$ cat src/rtl/vram_write_arbiter.sv
// vram_write_arbiter
// Shares the single VRAM write port among four pixel-writer requesters with
// round-robin arbitration. A built-in clear sequencer can take over the port
// and fill the whole VRAM with one colour. All outputs towards the VRAM are
// registered; req_ready is combinational so a requester learns of its grant
// in the same cycle it presents the write.

module vram_write_arbiter #(
  parameter int ADDR_WIDTH = 15,
  parameter int DATA_WIDTH = 12,
  parameter int VRAM_DEPTH = 19200
) (
  input  logic                      clk,
  input  logic                      reset,
  input  logic [3:0]                req_valid,
  output logic [3:0]                req_ready,
  input  logic [4*ADDR_WIDTH-1:0]   req_addr,
  input  logic [4*DATA_WIDTH-1:0]   req_data,
  input  logic                      clear_start,
  input  logic [DATA_WIDTH-1:0]     clear_color,
  output logic                      clear_busy,
  output logic                      vram_we,
  output logic [ADDR_WIDTH-1:0]     vram_addr,
  output logic [DATA_WIDTH-1:0]     vram_data
);

  // The clear counter carries one extra bit so a depth of exactly
  // 2**ADDR_WIDTH never wraps before the last-write compare.
  localparam int                CNT_W    = ADDR_WIDTH + 1;
  localparam logic [CNT_W-1:0]  LAST_CNT = CNT_W'(VRAM_DEPTH - 1);

  localparam logic [0:0] ST_ARB   = 1'b0;
  localparam logic [0:0] ST_CLEAR = 1'b1;

  // Control state
  logic [0:0]             r_state;
  logic [1:0]             r_rr_ptr;
  logic [CNT_W-1:0]       r_cnt;
  logic [DATA_WIDTH-1:0]  r_color;

  // VRAM-facing output registers
  logic                   r_we;
  logic [ADDR_WIDTH-1:0]  r_addr;
  logic [DATA_WIDTH-1:0]  r_data;

  // Arbitration and sequencing signals
  logic [1:0]             w_idx;
  logic [1:0]             w_winner;
  logic                   w_any;
  logic                   w_grant_en;
  logic                   w_xfer;
  logic                   w_start;
  logic                   w_last;
  logic [CNT_W-1:0]       w_cnt_next;
  logic [ADDR_WIDTH-1:0]  w_win_addr;
  logic [DATA_WIDTH-1:0]  w_win_data;

  // Round-robin search: walk from r_rr_ptr downwards in priority so the
  // candidate closest to the pointer is the last (winning) assignment.
  always_comb begin
    w_any    = 1'b0;
    w_winner = r_rr_ptr;
    w_idx    = r_rr_ptr;
    for (int k = 3; k >= 0; k--) begin
      w_idx = r_rr_ptr + 2'(k);
      if (req_valid[w_idx]) begin
        w_any    = 1'b1;
        w_winner = w_idx;
      end
    end
  end

  // Select the winning requester's address and data.
  always_comb begin
    w_win_addr = req_addr[ADDR_WIDTH-1:0];
    w_win_data = req_data[DATA_WIDTH-1:0];
    case (w_winner)
      2'd0: begin
        w_win_addr = req_addr[0*ADDR_WIDTH +: ADDR_WIDTH];
        w_win_data = req_data[0*DATA_WIDTH +: DATA_WIDTH];
      end
      2'd1: begin
        w_win_addr = req_addr[1*ADDR_WIDTH +: ADDR_WIDTH];
        w_win_data = req_data[1*DATA_WIDTH +: DATA_WIDTH];
      end
      2'd2: begin
        w_win_addr = req_addr[2*ADDR_WIDTH +: ADDR_WIDTH];
        w_win_data = req_data[2*DATA_WIDTH +: DATA_WIDTH];
      end
      default: begin
        w_win_addr = req_addr[3*ADDR_WIDTH +: ADDR_WIDTH];
        w_win_data = req_data[3*DATA_WIDTH +: DATA_WIDTH];
      end
    endcase
  end

  // Grants are only handed out in ARB, never under reset, and a clear
  // request in the same cycle takes priority over every requester.
  assign w_start    = (r_state == ST_ARB) && clear_start && !reset;
  assign w_grant_en = (r_state == ST_ARB) && !clear_start && !reset;
  assign req_ready  = (w_grant_en && w_any) ? (4'b0001 << w_winner) : 4'b0000;
  assign w_xfer     = |(req_valid & req_ready);

  assign w_cnt_next = r_cnt + CNT_W'(1);
  assign w_last     = (r_cnt == LAST_CNT);

  // FSM, clear counter and captured fill colour.
  always_ff @(posedge clk) begin
    if (reset) begin
      r_state <= ST_ARB;
      r_cnt   <= '0;
      r_color <= '0;
    end else begin
      case (r_state)
        ST_ARB: begin
          if (w_start) begin
            r_state <= ST_CLEAR;
            r_cnt   <= '0;
            r_color <= clear_color;
          end
        end
        ST_CLEAR: begin
          r_cnt <= w_cnt_next;
          if (w_last) begin
            r_state <= ST_ARB;
          end
        end
        default: begin
          r_state <= ST_ARB;
        end
      endcase
    end
  end

  // Round-robin pointer moves past the winner on every accepted write;
  // a clear leaves it untouched.
  always_ff @(posedge clk) begin
    if (reset) begin
      r_rr_ptr <= 2'd0;
    end else if (w_xfer) begin
      r_rr_ptr <= w_winner + 2'd1;
    end
  end

  // Registered write port. The clear's first write (address 0) is loaded on
  // the accepting edge so the strobe lines up with clear_busy for exactly
  // VRAM_DEPTH cycles. Address and data hold whenever no write is issued.
  always_ff @(posedge clk) begin
    if (reset) begin
      r_we   <= 1'b0;
      r_addr <= '0;
      r_data <= '0;
    end else begin
      case (r_state)
        ST_ARB: begin
          if (w_start) begin
            r_we   <= 1'b1;
            r_addr <= '0;
            r_data <= clear_color;
          end else if (w_xfer) begin
            r_we   <= 1'b1;
            r_addr <= w_win_addr;
            r_data <= w_win_data;
          end else begin
            r_we   <= 1'b0;
          end
        end
        ST_CLEAR: begin
          if (w_last) begin
            r_we   <= 1'b0;
          end else begin
            r_we   <= 1'b1;
            r_addr <= w_cnt_next[ADDR_WIDTH-1:0];
            r_data <= r_color;
          end
        end
        default: begin
          r_we <= 1'b0;
        end
      endcase
    end
  end

  assign clear_busy = (r_state == ST_CLEAR);
  assign vram_we    = r_we;
  assign vram_addr  = r_addr;
  assign vram_data  = r_data;

endmodule

$ cat config.mk
export PLATFORM = sky130hd
export DESIGN_NAME = vram_write_arbiter
export DESIGN_NICKNAME = d
export VERILOG_FILES = /design/src/rtl/vram_write_arbiter.sv
export SDC_FILE = /design/constraint.sdc
export NUM_CORES = 1
export LEC_CHECK = 0
export CORE_MARGIN = 1
export CORE_UTILIZATION = 43
export DETAILED_ROUTE_END_ITERATION = 10
export PLACE_DENSITY_LB_ADDON = 0.12
export SYNTH_ARGS = -nofsm -noshare
export SYNTH_HDL_FRONTEND = slang
export SYNTH_SLANG_ARGS = --single-unit
$ cat constraint.sdc
create_clock -name clk -period 2.9 [get_ports clk]
set_input_delay 0.435 -clock clk [delete_from_list [all_inputs] [get_ports clk]]
set_output_delay 0.435 -clock clk [all_outputs]
set_load 0.005 [all_outputs]
# Word level (Yosys, flattened, before mapping)
# Cells that the tools add are included.
# Widths: inputs -> output; s select.
[op_classes]
n_addsub = 5
magnitude_cmp = 4
eq_ne = 6
shifts = 1
muxes = 35
bitwise_logic = 2
reduce_logical = 11
[ops]
columns = ["op", "n"]
rows = [
  ["$mux 15", 3],
  ["$pmux 15 s3", 1],
  ["$mux 12", 3],
  ["$pmux 12 s3", 1],
  ["$pmux 16 s2", 1],
  ["$pmux 15 s2", 1],
  ["$pmux 12 s2", 1],
  ["$add 16x1->16 const B", 1],
  ["$eq 16x15->1 const B", 1],
  ["$mux 16", 1],
  ["$lt 2x3->1 const B", 4],
  ["$mux 1", 12],
  ["$bmux 1 s2", 4],
  ["$mux 2", 4],
  ["$logic_and 1x1->1", 5],
  ["$add 2x1->2 const B", 2],
  ["$add 2x2->2 const B", 2],
  ["$and 4x4->4", 1],
  ["$mux 4", 1],
  ["$ne 2x2->1 const B", 2],
  ["$pmux 1 s2", 2],
  ["$reduce_and 2->1", 2],
  ["$reduce_or 4->1", 1],
  ["$shl 1x2->4 const A", 1],
  ["6 further kinds", 7],
]
[word_totals]
reg_bits = 59
output_inout_bits = 33
elab_cells = 71

# Logic depth before layout (Yosys ltp)
[logic_depth]
depth_word = 14
ltp_mapped = 12
ltp_nobuf = 11

# Worst setup path before layout
# Ideal clock, no wire load.
[synth_timing]
path_kind = "input -> register"
start = "input port req_valid[3]"
end = "register r_data[1] (netlist: vram_data[1])"
setup_ns = 0.132
arrival_ns = 2.274
required_time_ns = 2.768
setup_slack_ns = 0.494
path_stages = 11
path_buffers = 2
cell_sequence = "and2b_1 o21ai_0 o221a_2 inv_1 ha_1 buf_2 buf_1 a222oi_1 o21ai_0 a211oi_1 nor3_1"
[synth_between]
elab_chain_cells = 12
word_cells_on_any_way = 30
cone_classes = "3 x eq/ne; 1 x shift; 21 x mux; 1 x bitwise; 4 x reduce/logical"
[synth_lines]
columns = ["element", "line_no", "text"]
rows = [
  ["start, declared", "15", "input logic [3:0] req_valid,"],
  ["$bmux 1 s2", "66", "if (req_valid[w_idx]) begin"],
  ["$mux 1 (implied by the code)", "66", ""],
  ["$mux 2 or $mux 1 (tied branches) (4 in series)", "66", ""],
  ["$shl 1x2->4 or $logic_and 1x1->1 (tied branches)", "101", "assign req_ready = (w_grant_en && w_any) ? (4'b0001 << w_winner) : 4'b0000;"],
  ["$mux 4", "101", ""],
  ["$and 4x4->4", "102", "assign w_xfer = |(req_valid & req_ready);"],
  ["$reduce_or 4->1", "102", ""],
  ["$ne 3x3->1 (no line)", "-", ""],
  ["$reduce_and 2->1 (no line)", "-", ""],
  ["end signal, assigned", "159", "r_data <= clear_color;"],
  ["end signal, assigned", "163", "r_data <= w_win_data;"],
  ["end signal, assigned", "174", "r_data <= r_color;"],
  ["end, declared", "44", "logic [DATA_WIDTH-1:0] r_data;"],
]
# Several ways; a longest one is shown, not always the timed one. The select of a mux whose other input is x is not followed.
# A chain may end at the register's enable or synchronous reset.

# Worst setup path after layout
[layout_timing]
start = "input port req_valid[3]"
end = "output port req_ready[2]"
[layout_between]
elab_chain_cells = 8
word_cells_on_any_way = 19
cone_classes = "1 x shift; 17 x mux; 1 x reduce/logical"
[layout_lines]
columns = ["element", "line_no", "text"]
rows = [
  ["$bmux 1 s2", "66", ""],
  ["$mux 1 (implied by the code)", "66", ""],
  ["$mux 2 or $mux 1 (tied branches) (4 in series)", "66", ""],
  ["$shl 1x2->4 or $logic_and 1x1->1 (tied branches)", "101", ""],
  ["$mux 4 (*)", "101", ""],
  ["end, declared", "16", "output logic [3:0] req_ready,"],
]
# Every way passes the cells marked *; elsewhere a longest branch is shown, timed or not. The select of a mux whose other input is x is not followed.

==> flow_summary.json <==
{
  "critPathKind": "primary input to output port",
  "postRouteAntennaNets": 0,
  "grt_max_degree": 60,
  "grt_pass1_wl_um": 19500,
  "final_nets": 775,
  "cts_tree": "built",
  "drive_gt1_frac": 0.113,
  "cp-start-kind": "primary input",
  "min_path_cells": 2,
  "p_leak_nw": 2.03,
  "synthCells": 485,
  "tightest_slew_ps": 537,
  "grt_pass1_vias": 4036,
  "setup-violations-final": 0,
  "post_synth.cell_area_avg_sq_um": 7.47,
  "num_antenna_cells": 0,
  "cts_inserted_buffers": 9,
  "htreeDepth": 3,
  "vias": 4292,
  "cts_buffer_depth": 2,
  "critPathSlowestCell": "clkdlybuf4s50_1",
  "hold_buffers": 0,
  "finClkSkew_ps": 10.9,
  "grt_overflow": 0,
  "worst-r2r-cell-count": 12,
  "yosys.area.top_type": "dfxtp_1",
  "synth_top_area_frac": 0.326,
  "synth-seq-cells": 59,
  "path_clk_slew_ps": 60,
  "viasPerCell": 5.72,
  "routed_wl_um": 12700,
  "cap_violations": 0,
  "drc_errors": 0,
  "dp.final_hpwl_um": 9320,
  "fin_crit_sh": 0.968,
  "grtUsageTotal": 0.290,
  "synth.cell_area_sq_mm": 0.00362,
  "port_buffers": 159,
  "dieArea_sq_mm": 0.00880,
  "ir_drop_uv": 281,
  "post_cts_buffers": 0,
  "stdcell_area_sq_mm": 0.00568,
  "clock_latency_ps": 350,
  "fp-row-count": 33,
  "clockRootBuffer": "clkbuf_8",
  "synth_seq_area_share": 0.326,
  "worst_ep_arrival_time_ps": 2370,
  "min_period_ps": 2810,
  "path_cells": "dlygate4sd2_1, buf_4, nand2_1, a21oi_1, o221a_2, inv_1, ha_4, buf_12, and2_1, clkdlybuf4s50_1",
  "core_sq_mm": 0.00818,
  "status": "completed",
  "ys_types": 50,
  "synth.yosys.warnings": 0,
  "dp_slack_ps": -267,
  "worst_slack_ps": 91.4,
  "power_density_mw_per_mm2": 450,
  "endpoint_kind": "output port",
  "cpPeakStageDelay_ps": 490,
  "cts.sinks": 59,
  "worstPathRequired_ps": 2470,
  "timing.fmax_mhz": 356,
  "syn2layout_area_growth_pct": 56.7,
  "synth_area_leaders": "dfxtp_1 33%, nand2_1 10%, a222oi_1 7.2%",
  "slew_violations": 0,
  "drt_iter0_markers": 268,
  "syn-num-nets": 618,
  "path_max_fanout": 14,
  "die_y_um": 93.8,
  "dr.pass1.iters": 6,
  "antenna_found_initial": 0,
  "min-delay-path-class": "primary input to flip-flop",
  "place_area_sq_mm": 0.00542,
  "ioPinCount": 160,
  "relSlewSlack": 0.642,
  "initial_utilization": 0.443,
  "gp_congestion": 0.863,
  "hold_violations": 0,
  "die_w_um": 93.8,
  "avgRoutedWirePerCell_um": 16.9
}
-- critical path, delay by kind of cell --
kind,cells,cell delay [ps]
AOI/OAI and AO/OA,2,340
and+or+nand+nor,2,180
adders and majority gates,1,200
buffers and inverters,5,1200
-- layout make-up --
type | instances | area, sq um
Timing Repair Buffer | 191 | 1910
Inverter | 7 | 26.3
Tap cell | 105 | 131
Clock buffer | 10 | 138
Fill cell | 682 | 2500
Clock inverter | 5 | 77.6
Sequential cell | 59 | 1180
Multi-Input combinational cell | 374 | 2210
-- worst paths after layout --
| check | to | from | slack (ps) |
|---|---|---|---|
| min reg2reg | r_color[3] | r_color[3] | 460 |
| max | req_ready[2] | req_valid[3] | 90 |
| max reg2reg | vram_addr[11] | r_rr_ptr[1] | 300 |
| min | r_rr_ptr[0] | reset | 400 |
-- layer usage --
| layer | global-route usage | up-vias | part of all wire |
|---|---|---|---|
| met3 | 0.0744 | 32 | 0.074 |
| met2 | 0.523 | 214 | 0.50 |
| met1 | 0.316 | 1952 | 0.39 |
| met5 | 0 | - | 0 |
| li1 | - | 2094 | - |
| met4 | 0.128 | 0 | 0.034 |
-- where the power goes --
group / leakage (nW) / internal [mW] / switching, mW
Sequential: 0.484 / 0.872 / 0.0380
Combinational: 1.43 / 0.449 / 0.369
Clock: 0.108 / 0.499 / 0.328
Total: 2.03 / 1.82 / 0.734
-- logic make-up (layout without fill, tap and decap cells) --
family | Yosys count | after routing | share of synthesized area
multiplexers | 1 | 1 | 0.00276
XOR/XNOR | 11 | 11 | 0.0266
flip-flops | 59 | 59 | 0.326
adder cells (fa/ha/maj) | 6 | 6 | 0.0207
AND/OR/NAND/NOR | 209 | 209 | 0.260
buffers and inverters | 52 | 213 | 0.0677
AO/OA/AOI/OAI | 147 | 147 | 0.297
-- stage by stage --
stage | hold slack (ps) | total power, mW | util | TNS [ps] | std cells
2_1_floorplan | 437 | 1.28 | - | 0 | 485
3_3_place_gp | 443 | 1.71 | 0.663 | -2870 | 735
3_5_place_dp | 448 | 1.72 | 0.663 | -6280 | 735
4_1_cts | 392 | 2.56 | 0.693 | 0 | 751
5_1_grt | 404 | 2.67 | 0.694 | -2.85 | 751
6_report | 403 | 2.55 | 0.694 | 0 | 751
-- synth_stat cells (all sizes together) --
library cell	instances
a221oi	7
or4	1
a211oi	17
nand4	6
nand2	100
ha	6
a311oi	6
a2111oi	1
a222oi	26
nor4b	1
mux2i	1
nand3	8
nor4	3
or2	3
o21ai	41
nor2	45
a21o	3
xor2	3
nand2b	2
nor4bb	1
and2b	1
o22a	1
and2	5
nor3	23
and4	2
nand4b	1
o31ai	1
clkbuf	26
o221a	1
a22oi	6
xnor2	8
dfxtp	59
a21oi	34
inv	7
or3b	1
nor2b	4
a31oi	3
nor3b	2
buf	19
-- state kept, by name, summed over array words and instances, names as in the netlist --
register,cells
r_color,12
vram_data,12
vram_we,1
vram_addr,15
r_cnt,16
r_rr_ptr,2
clear_busy,1
-- cell usage in the layout (no fill, tap or decap), drive strengths merged, types with 7 or more instances in the layout --
| master | instances |
|---|---|
| nor3 | 23 |
| a221oi | 7 |
| clkbuf | 10 |
| a21oi | 34 |
| clkdlybuf4s50 | 154 |
| nand3 | 8 |
| xnor2 | 8 |
| a211oi | 17 |
| a222oi | 26 |
| inv | 7 |
| o21ai | 41 |
| nor2 | 45 |
| dfxtp | 59 |
| nand2 | 100 |
| buf | 32 |
-- timing repair --
action	CTS	global route
resized for setup	6	1
gates cloned	1	0
endpoints found under the setup margin	4	1
No activity file was read; power rests on OpenSTA's default activity.
==> edit, RTL diff (same flow settings) <==
Change the parameter `DATA_WIDTH` from 12 to 18.
--- a/src/rtl/vram_write_arbiter.sv
+++ b/src/rtl/vram_write_arbiter.sv
@@ -9,3 +9,3 @@
   parameter int ADDR_WIDTH = 15,
-  parameter int DATA_WIDTH = 12,
+  parameter int DATA_WIDTH = 18,
   parameter int VRAM_DEPTH = 19200
Interface: changed (resized clear_color, req_data and vram_data); port bits go from 160 to 196. No check against the original RTL was run, so the function may have changed too.
==> edit against the unedited design <==
  * The run now ends with negative setup slack left
  * Power increased by 12%
  * Area after synthesis increased by 24%
  * Utilization up 0.30 points
  * Synthesized cell count increased by 20%
  * Worst hold slack better by 49 ps
  * Maximum frequency decreased by 3.2%
  * First-iteration DRC count grew 110%
  * Wire length rose by 27%
  * Setup slack worse by 92 ps
  * Clock skew increased by 2.1 ps
  * Sequential cell count rose by 12
  * Count of clock-buffer cells in the layout is 1 higher
  * Combinational power increased by 25%
  * Design area up 22%
  * Largest cell class unchanged
==> edit: results (changes against the unedited design) <==
| Metric | Value |
|---|---|
| Outcome | `complete, but fails checks (was finished clean)` |
| Failing checks | `negative setup slack` |
| Pin count of the biggest net entering global routing | `47 (was 60)` |
| FF-to-FF setup slack | `320 ps (was 300 ps)` |
| Post-synth net total | `745 (was 618)` |
| Root Driver | `clkbuf_8 (unchanged)` |
| Routing usage on met3 | `6.14% (was 7.44%)` |
| Reg clk slew, reported paths | `70 ps` |
| GPL Wtd Cong | `0.928 (was 0.863)` |
| M1 GR Usage | `39.2% (was 31.6%)` |
| Routing usage on met2 | `44.4% (was 52.3%)` |
| DR vias/cell | `5.55 (was 5.72)` |
| Synth top area cells | `dfxtp_1 32%, nand2_1 11%, a221oi_2 8.4% (was dfxtp_1 33%, nand2_1 10%, a222oi_1 7.2%)` |
| Final Skew | `13.0 ps (was 10.9 ps)` |
| Worst ir drop on vdd | `361 uV (was 281 uV)` |
| WHS Path Cells | `2 (unchanged)` |
| DR pass1 iterations | `6 (unchanged)` |
| CP arrival | `2470 ps (was 2370 ps)` |
| Max_slew headroom | `56.3% (was 64.2%)` |
| Reg2reg end | `vram_addr[12] (was vram_addr[11])` |
| Global-route wire length before repair | `24,900 um (was 19,500 um)` |
| DR vias | `5,053 (was 4,292)` |
| Asr flop ratio synth | `0% (unchanged)` |
| HP Class | `reg2reg (was in2reg)` |
| Avg WL per Cell | `17.7 um (was 16.9 um)` |
| Worst R2R Start | `r_rr_ptr[0] (was r_rr_ptr[1])` |
| CTS H-tree lvls | `3 (unchanged)` |
| Final nets | `936 (was 775)` |
| Setup TNS | `-0.309 ps (was 0 ps)` |
| WHS Endpoint | `r_color[1] (was r_rr_ptr[0])` |
| Dpl cells | `895 (was 735)` |
| DP HPWL | `12,300 um (was 9320 um)` |
| Pleak | `2.61 nW (was 2.03 nW)` |
| Worst Setup Slack, final | `-0.309 ps (was 91.4 ps)` |
| Max incr delay on CP | `550 ps (was 490 ps)` |
| Avg Cell Area, Syn | `7.69 um2 (was 7.47 um2)` |
| CP max FO | `6 (was 14)` |
| Library cells used by synthesis | `46 (was 50)` |
| R2r worst-path depth | `10 (was 12)` |
| Fillers | `809 (was 682)` |
| Sequential fraction of the synthesis area | `31.7% (was 32.6%)` |
| Hold path start | `r_color[1] (was reset)` |
| Starting DRT DRC Count | `571 (was 268)` |
| DP Area | `0.00671 mm2 (was 0.00542 mm2)` |
| Critical path's slowest cell | `clkdlybuf4s50_1 (unchanged)` |
| I/O Buffers | `195 (was 159)` |
| Share of cells above drive strength 1 | `12.5% (was 11.3%)` |
| Int Pwr | `2.00 mW (was 1.82 mW)` |
| Total CTS buffers | `9 (unchanged)` |
| Initial antenna violation count | `1 (was 0)` |
| Final setup fails | `1 (was 0)` |
| Vias in the first global route | `4,728 (was 4,036)` |
| GRT Overall Usage | `28.8% (was 29.0%)` |
| Synth top cells by count | `131 x nand2_1, 71 x dfxtp_1, 57 x o21ai_0 (was 100 x nand2_1, 59 x dfxtp_1, 41 x nor2_1)` |
## edit: how the worst max path moves through the flow
stage / end / from / slack [ps]
2_1_floorplan: vram_addr[14] / req_valid[2] / 400
3_3_place_gp: vram_addr[10] / req_valid[2] / -240
3_5_place_dp: vram_addr[10] / req_valid[2] / -300
4_1_cts: req_ready[0] / req_valid[3] / 2
5_1_grt: req_ready[2] / req_valid[2] / -20
6_report: req_ready[2] / req_valid[2] / -0.3
## edit: power by group through the flow
stage / registers [mW] / logic (mW) / clock network (mW)
global placement: 1.12 / 0.995 / 0
global route: 1.11 / 1.10 / 0.807
floorplan: 1.11 / 0.478 / 0
CTS: 1.10 / 1.02 / 0.763
detailed placement: 1.12 / 1.01 / 0
finish: 1.10 / 1.02 / 0.748
## edit: cells by family after synthesis
family | count (synthesis) | share of synthesized area (%)
AO/OA/AOI/OAI | 201 | 35.6
flip-flops | 71 | 31.7
multiplexers | 2 | 0.447
adder cells (fa/ha/maj) | 6 | 1.68
XOR/XNOR | 13 | 2.54
AND/OR/NAND/NOR | 194 | 18.9
buffers and inverters | 95 | 9.06
## edit: metrics by stage
step	hold WS, ps	total power, mW	setup slack (ps)	utilization, %
2_1_floorplan	433	1.59	401	-
3_3_place_gp	438	2.11	-241	67.7
3_5_place_dp	443	2.13	-301	67.7
4_1_cts	453	2.87	2.19	69.6
5_1_grt	469	3.01	-24.8	69.7
6_report	452	2.87	-0.309	69.7
## edit: worst max-delay path: cells and delay by family
kind,cells,cell delay [ps]
buf+inv,3,1080
compound gates,2,450
simple gates,2,250
fa+ha+maj,1,240
## edit: final cells by class
cell class	instances	area [um2]	share of cell area, %
tap	133	166	2.41
antenna	1	2.50	0.0362
clock inverter	4	47.5	0.688
sequential	71	1420	20.6
multi-input combinational	416	2670	38.6
inverter	40	150	2.17
clock buffer	11	131	1.90
timing repair buffer	235	2320	33.6
## edit: what timing repair did
action                     in CTS  in global routing
pin swaps                       0                  1
hold buffers                    0                  0
setup buffers                   0                  0
resized for setup               5                  5
setup endpoints to repair       4                  3
## edit: metal layers
metal	vias up	wire length, um
li1	2496	-
met1	2292	7110
met2	235	7120
met3	30	1380
met4	0	505
met5	-	0
